$ cat config.mk
export PLATFORM = sky130hd
export DESIGN_NAME = snake_move_sched
export DESIGN_NICKNAME = d
export VERILOG_FILES = /design/src/rtl/snake_move_sched.sv
export SDC_FILE = /design/constraint.sdc
export NUM_CORES = 1
export LEC_CHECK = 0
export ABC_AREA = 0
export CORE_ASPECT_RATIO = 1.75
export CORE_MARGIN = 8
export CORE_UTILIZATION = 50
export DETAILED_ROUTE_END_ITERATION = 12
export MAX_ROUTING_LAYER = met4
export PLACE_DENSITY = 0.77
export SLEW_MARGIN = 20
export SYNTH_ARGS = -nofsm -noshare
export SYNTH_HDL_FRONTEND = slang
export SYNTH_SLANG_ARGS = --single-unit
$ cat constraint.sdc
create_clock -name clk -period 9.05 [get_ports clk]
set_clock_uncertainty 0.1 [all_clocks]
set_input_delay 1.3575 -clock clk [delete_from_list [all_inputs] [get_ports clk]]
set_output_delay 1.3575 -clock clk [all_outputs]
set_load 0.05 [all_outputs]
$ cat src/rtl/snake_move_sched.sv
// Game-tick scheduler and direction controller for the snake head-position datapath.
// Issues one move strobe per game tick, filters direction requests and sequences idle/run/pause/over.
module snake_move_sched #(
  parameter int unsigned TICK_BASE = 25000000,
  parameter int unsigned CNT_W     = 25
) (
  input  logic        clk,
  input  logic        reset,
  input  logic        start_i,
  input  logic        pause_i,
  input  logic        dir_valid_i,
  input  logic [1:0]  dir_req_i,
  input  logic        collision_i,
  input  logic [1:0]  speed_sel_i,
  output logic        step_o,
  output logic [1:0]  move_o,
  output logic        pos_clear_o,
  output logic [1:0]  state_o,
  output logic [15:0] step_count_o
);

  localparam logic [1:0] ST_IDLE  = 2'b00;
  localparam logic [1:0] ST_RUN   = 2'b01;
  localparam logic [1:0] ST_PAUSE = 2'b10;
  localparam logic [1:0] ST_OVER  = 2'b11;

  localparam logic [1:0]       DIR_X_POS   = 2'b10;
  localparam logic [CNT_W-1:0] TICK_BASE_C = CNT_W'(TICK_BASE);
  localparam logic [CNT_W-1:0] CNT_ONE     = CNT_W'(1);
  localparam logic [15:0]      COUNT_MAX   = 16'hFFFF;

  logic [1:0]       state_q,      state_d;
  logic [1:0]       cur_dir_q,    cur_dir_d;
  logic [1:0]       pend_dir_q,   pend_dir_d;
  logic             pend_valid_q, pend_valid_d;
  logic [CNT_W-1:0] cnt_q,        cnt_d;
  logic             step_q,       step_d;
  logic [1:0]       move_q,       move_d;
  logic             pos_clear_q,  pos_clear_d;
  logic [15:0]      step_count_q, step_count_d;

  logic [CNT_W-1:0] period;
  logic             in_game;
  logic             counting;
  logic             tick_hit;
  logic             commit;
  logic [1:0]       next_dir;
  logic [1:0]       ref_dir;
  logic             dir_ok;

  // Tick generation: pause and collision both suppress counting in the cycle they arrive.
  always_comb begin : tick_ctrl
    period   = TICK_BASE_C >> speed_sel_i;
    in_game  = (state_q == ST_RUN) || (state_q == ST_PAUSE);
    counting = (state_q == ST_RUN) && !collision_i && !pause_i;
    tick_hit = cnt_q >= (period - CNT_ONE);
    commit   = counting && tick_hit;
  end

  always_comb begin : dir_filter
    next_dir = pend_valid_q ? pend_dir_q : cur_dir_q;
    ref_dir  = commit ? next_dir : cur_dir_q;
    // Equal and reversed codes share bit 1, so only a change of axis is a legal turn.
    dir_ok   = in_game && dir_valid_i && (dir_req_i[1] != ref_dir[1]);
  end

  always_comb begin : next_state
    // NOTE: every _d gets a default first so no branch of the case below can infer a latch.
    state_d      = state_q;
    cur_dir_d    = cur_dir_q;
    pend_dir_d   = pend_dir_q;
    pend_valid_d = pend_valid_q;
    cnt_d        = cnt_q;
    step_d       = 1'b0;
    move_d       = move_q;
    pos_clear_d  = 1'b0;
    step_count_d = step_count_q;

    case (state_q)
      ST_IDLE: begin
        if (start_i) begin
          state_d      = ST_RUN;
          pos_clear_d  = 1'b1;
          cnt_d        = '0;
          step_count_d = '0;
          cur_dir_d    = DIR_X_POS;
          pend_valid_d = 1'b0;
        end
      end

      ST_RUN, ST_PAUSE: begin
        if (collision_i) begin
          state_d = ST_OVER;
        end else begin
          if (pause_i) begin
            state_d = (state_q == ST_RUN) ? ST_PAUSE : ST_RUN;
          end

          if (commit) begin
            cnt_d        = '0;
            step_d       = 1'b1;
            move_d       = next_dir;
            cur_dir_d    = next_dir;
            pend_valid_d = 1'b0;
            step_count_d = (step_count_q == COUNT_MAX) ? step_count_q
                                                       : step_count_q + 16'd1;
          end else if (counting) begin
            cnt_d = cnt_q + CNT_ONE;
          end

          // Placed after the commit so a same-cycle request survives as the next pending turn.
          if (dir_ok) begin
            pend_dir_d   = dir_req_i;
            pend_valid_d = 1'b1;
          end
        end
      end

      ST_OVER: begin
        if (start_i) begin
          state_d = ST_IDLE;
        end
      end

      default: state_d = ST_IDLE;
    endcase
  end

  // NOTE: sequential state uses non-blocking assignments so every register sees pre-edge values.
  always_ff @(posedge clk) begin
    if (reset) begin
      state_q      <= ST_IDLE;
      cur_dir_q    <= DIR_X_POS;
      pend_dir_q   <= 2'b00;
      pend_valid_q <= 1'b0;
      cnt_q        <= '0;
      step_q       <= 1'b0;
      move_q       <= DIR_X_POS;
      pos_clear_q  <= 1'b0;
      step_count_q <= '0;
    end else begin
      state_q      <= state_d;
      cur_dir_q    <= cur_dir_d;
      pend_dir_q   <= pend_dir_d;
      pend_valid_q <= pend_valid_d;
      cnt_q        <= cnt_d;
      step_q       <= step_d;
      move_q       <= move_d;
      pos_clear_q  <= pos_clear_d;
      step_count_q <= step_count_d;
    end
  end

  assign step_o       = step_q;
  assign move_o       = move_q;
  assign pos_clear_o  = pos_clear_q;
  assign state_o      = state_q;
  assign step_count_o = step_count_q;

endmodule

# After elaboration in Yosys (flattened, before gate mapping)
# Index checks and enable logic that the tools add are counted.
[word_totals]
regBits = 52
inputBits = 10
[classes]
shifts = 1
n_eq_ne = 13
muxes = 28
n_lt_le_gt_ge = 1
n_addsub = 3
bitwise = 3
n_reduce_logical = 21
[op_table]
columns = ["cell", "count"]
rows = [
  ["25-bit two-way mux", 4],
  ["16-bit two-way mux", 4],
  ["25-bit one-hot mux with 2 select lines", 1],
  ["16-bit one-hot mux with 2 select lines", 1],
  ["25-bit by 1-bit adder with 25-bit output, second input constant", 1],
  ["25-bit >= comparator", 1],
  ["25-bit by 2-bit right shift with 25-bit output, first input constant", 1],
  ["25-bit by 1-bit subtractor with 25-bit output, second input constant", 1],
  ["2-bit two-way mux", 9],
  ["16-bit by 1-bit adder with 16-bit output, second input constant", 1],
  ["16-bit == test, second input constant", 1],
  ["3-bit AND reduction", 4],
  ["4-bit AND reduction", 3],
  ["2-bit != test, second input constant", 5],
  ["3-bit != test, second input constant", 3],
  ["1-bit two-way mux", 6],
  ["2-bit one-hot mux with 3 select lines", 1],
  ["1-bit logical AND", 5],
  ["5-bit AND reduction", 1],
  ["2-bit == test, second input constant", 2],
  ["2-bit one-hot mux with 2 select lines", 1],
  ["2-bit OR reduction", 2],
  ["1-bit NOT", 3],
  ["3-bit OR reduction", 1],
  ["other kinds (7)", 8],
]

# Depth between registers and ports, before layout
[depth]
word_depth = 10
depth_mapped = 15

# Least setup slack after synthesis
# Ideal clock, no wire load.
[synth_timing]
path_type = "input -> register"
startpoint = "in speed_sel_i[0]"
endpoint = "reg cur_dir_q[1]"
required_ns = 8.830
arrival_time_ns = 3.635
stages = 14
path_slack_ns = 5.195
cell_sequence = "inv_1 nor2_1 inv_1 ha_1 nand2_1 ha_1 nand4_1 a211oi_1 o211ai_1 a211oi_2 nor2_2 nor3_1 a211oi_1 o31a_1"
[synth_via]
elab_chain_cells = 7
[synth_lines]
columns = ["element", "line", "rtl"]
rows = [
  ["from (decl)", "14", "input logic [1:0] speed_sel_i,"],
  ["25-bit by 2-bit right shift with 25-bit output", "53", "period = TICK_BASE_C >> speed_sel_i;"],
  ["25-bit by 1-bit subtractor with 25-bit output", "56", "tick_hit = cnt_q >= (period - CNT_ONE);"],
  ["25-bit >= comparator", "56", ""],
  ["1-bit logical AND", "57", "commit = counting && tick_hit;"],
  ["2-bit two-way mux (2 in a row)", "-", ""],
  ["2-bit one-hot mux with 2 select lines", "-", ""],
  ["to (signal assigned)", "143", "cur_dir_q <= cur_dir_d;"],
  ["to (decl)", "33", "logic [1:0] cur_dir_q, cur_dir_d;"],
]
# Every way passes these cells. The select of a mux whose other input is x is not followed.
# A chain may end at the register's enable or synchronous reset.

# Final worst setup path
[layout_timing]
startpoint = "in speed_sel_i[1]"
endpoint = "reg step_count_q[13], in the netlist step_count_o[13]"
[layout_via]
elab_chain_cells = 6
[layout_lines]
columns = ["element", "line", "rtl"]
rows = [
  ["25-bit by 2-bit right shift with 25-bit output", "53", ""],
  ["25-bit by 1-bit subtractor with 25-bit output", "56", ""],
  ["25-bit >= comparator", "56", ""],
  ["1-bit logical AND", "57", ""],
  ["2-bit != test (no line)", "-", ""],
  ["5-bit AND reduction (no line)", "-", ""],
  ["to (signal assigned)", "150", "step_count_q <= step_count_d;"],
  ["to (decl)", "40", "logic [15:0] step_count_q, step_count_d;"],
]
# Every way passes these cells.

==> results.toml <==
[run_status]
status = "complete, no violations"

[finish]
area_delta_synth_final_pct = 15.2
final_nets = 447
antennaDiodeCount = 0
post-route-util = 0.591
drive_gt1_frac = 0.0655
final_area_um2 = 3630

[global_route]
grt_pass1_vias = 2797
grt_max_degree = 25
grt_pass1_wl_um = 12400
grt.total_usage = 0.167
grt-ovfl-total = 0
grt_antenna_before_repair = 0

[timing]
setup_viol = 0
slew-limit-headroom = 0.298
setup-tns-final_ns = 0
fin_crit_ns = 4.65
worst_slew_pin_slew_ns = 1.05
hold_viol = 0
grt_setup_unrepaired = "no"
final.period_utilization = 0.514
fmax_mhz = 215
drv_slew = 0

[worst_setup_path]
crit_path_cell_trace = "clkdlybuf4s50_1, inv_1, nor2_1, ha_1, nand2_1, o21bai_1, a311oi_1, o22ai_2, a211oi_4, nor3_1, xnor2_1, nor2_1"
crit_family = "compound AO/OA/AOI/OAI gates"
crit_start = "speed_sel_i[1]"
reg2reg_to = "cnt_q[21]$_SDFFE_PP0P_"
worst_path_largest_cell_delay_ns = 0.74
r2r_slack_ns = 5.89
crit_path_start_kind = "input port"
reg2regPathDepth = 11
cp_num_cells = 12
crit_buf_inv = 2
critPathMaxFanout = 19
worstPathRequired_ns = 9.12
r2r_start = "state_o[0]$_SDFFE_PP0P_"
end_kind = "flip-flop"
crit_path_frequent_cell = "nor2_1"
crit_end = "step_count_o[13]$_SDFFE_PP0P_"
worstPathArrival_ns = 4.73
slowest_stage = "a211oi_4"
crit_type = "input port to flip-flop"

[route]
first_iter_violations = 77
antenna_left = 0
vias = 2759
dr.pass1.iters = 6
wl_per_cell_um = 14.9
viasPerCell = 5.61
finalWirelength_um = 7320
drcViolationCount = 0

[yosys]
synth-seq-cells = 52
synth-xor-area-share = 0.0969
yosys.area.top_type = "dfxtp_1"
synth_edf_count = 0
synth_most_common_cell = "nor2_1"
yosysWarnings = 0
synth-simple-area-share = 0.286
synth_common_cells = "nor2_1 (57), dfxtp_1 (52), nand2_1 (28)"
ys_top_cells_by_area = "dfxtp_1 (33%), ha_1 (10%), nor2_1 (6.8%)"
ys_types = 52
synthCells = 379
synth_top_family_by_area = "simple AND/OR/NAND/NOR gates"
synthMuxAreaShare = 0.0222
syn_area_per_cell_um2 = 8.31
synth_compound_area_frac = 0.122
synth_area_um2 = 3150
synthFlopType = "dfxtp_1"
synthDominantCellAreaShare = 0.331
yosysSeqAreaShare = 0.331
synth_fa_ha_area_frac = 0.103
async_flop_share = 0

[run]
max-cap-violations = 0

[clocking]
post_cts_resized = 0
clock_path_buffers = 2
cts_root_buffer = "clkbuf_8"
clkLatencyLatePin_ns = 0.31
cts_setup_buffers = 0
htree_levels = 2
clkSinkCount = 52
cts_buffers = 5
tritoncts = "done"
path_clk_slew_ns = 0.09
ctsHoldBuffers = 0

[die]
fp.dieW_um = 76.0
coreArea_um2 = 6130
die_area_um2 = 9190
io_pins = 32
num_rows = 38
start_util = 0.513
fp.dieH_um = 121

[hold_path]
hold_path.class = "flip-flop to flip-flop"

[placed_design]
hpwl_um = 5650
place_congestion = 0.982
portBuffers = 31
placed_area_um2 = 3540

[power]
cellLeakagePower_nw = 1.27
p_per_area_nw_per_um2 = 167
power.total_w = 0.000606
ir_worst_vdd_mv = 0.184
cell type report:
cell class,instances,area (um^2)
Tap cell,80,100
Sequential cell,52,1040
Timing Repair Buffer,33,325
Inverter,20,75.1
Multi-Input combinational cell,299,2000
Fill cell,543,2510
Clock buffer,8,90.1
cell families after synthesis:
logic type	after synthesis
fa+ha+maj	26
flops	52
xor+xnor	34
other cells	2
compound gates	55
buf+inv	29
simple gates	174
mux	7
routing by layer:
layer	routed length [um]	share of wire	vias to the layer above	GRT usage
li1	-	-	1388	-
met1	2960	0.40	1287	0.155
met2	3800	0.52	61	0.306
met3	222	0.030	23	0.0326
met4	338	0.046	0	0.107
met5	0	0	-	-
layout by cell type (no fill, tap or decap), drive strengths merged, types with 9 or more instances in the layout:
master and count:
inv 20, nor3 13, ha 26, a21oi 18
nand2 28, nand3 21, clkdlybuf4s50 31, nand4 12
nand2b 9, nor4 9, nor2 59, xnor2 22
dfxtp 52, o21ai 15, xor2 12
report_power, final:
group	switching [W]	leakage [nW]	internal, W	total (W)
combinational	0.000153	0.809	0.0000686	0.000221
sequential	0.0000107	0.420	0.000238	0.000249
clock	0.0000738	0.0455	0.0000625	0.000136
total	0.000237	1.27	0.000369	0.000606
worst min-delay path by stage:
| stage | from | cells after the start | to | slack, ns |
|---|---|---|---|---|
| after global routing | move_o[1]$_SDFFE_PP1P_ | 1 | move_o[1]$_SDFFE_PP1P_ | 0.40 |
| final | move_o[1]$_SDFFE_PP1P_ | 1 | move_o[1]$_SDFFE_PP1P_ | 0.37 |
| after floorplan | cur_dir_q[0]$_SDFFE_PP0P_ | 2 | cur_dir_q[0]$_SDFFE_PP0P_ | 0.35 |
| after global placement | move_o[1]$_SDFFE_PP1P_ | 1 | move_o[1]$_SDFFE_PP1P_ | 0.35 |
| after CTS | move_o[1]$_SDFFE_PP1P_ | 1 | move_o[1]$_SDFFE_PP1P_ | 0.38 |
| after detailed placement | move_o[1]$_SDFFE_PP1P_ | 1 | move_o[1]$_SDFFE_PP1P_ | 0.36 |
flip-flops by register name, indices dropped and copies added (netlist names):
signal and flops:
step_count_o 16, state_o 2, cnt_q 25, pos_clear_o 1
move_o 2, pend_dir_q 2, cur_dir_q 2, pend_valid_q 1
step_o 1
metrics by stage:
step | setup WS (ns) | hold WS [ns] | instances
after detailed placement | 4.10 | 0.359 | 484
after global placement | 4.23 | 0.350 | 484
after CTS | 4.44 | 0.380 | 492
after global routing | 4.11 | 0.396 | 492
final | 4.40 | 0.372 | 492
after floorplan | 5.20 | 0.355 | 380
No activity file was read; power rests on OpenSTA's default activity.
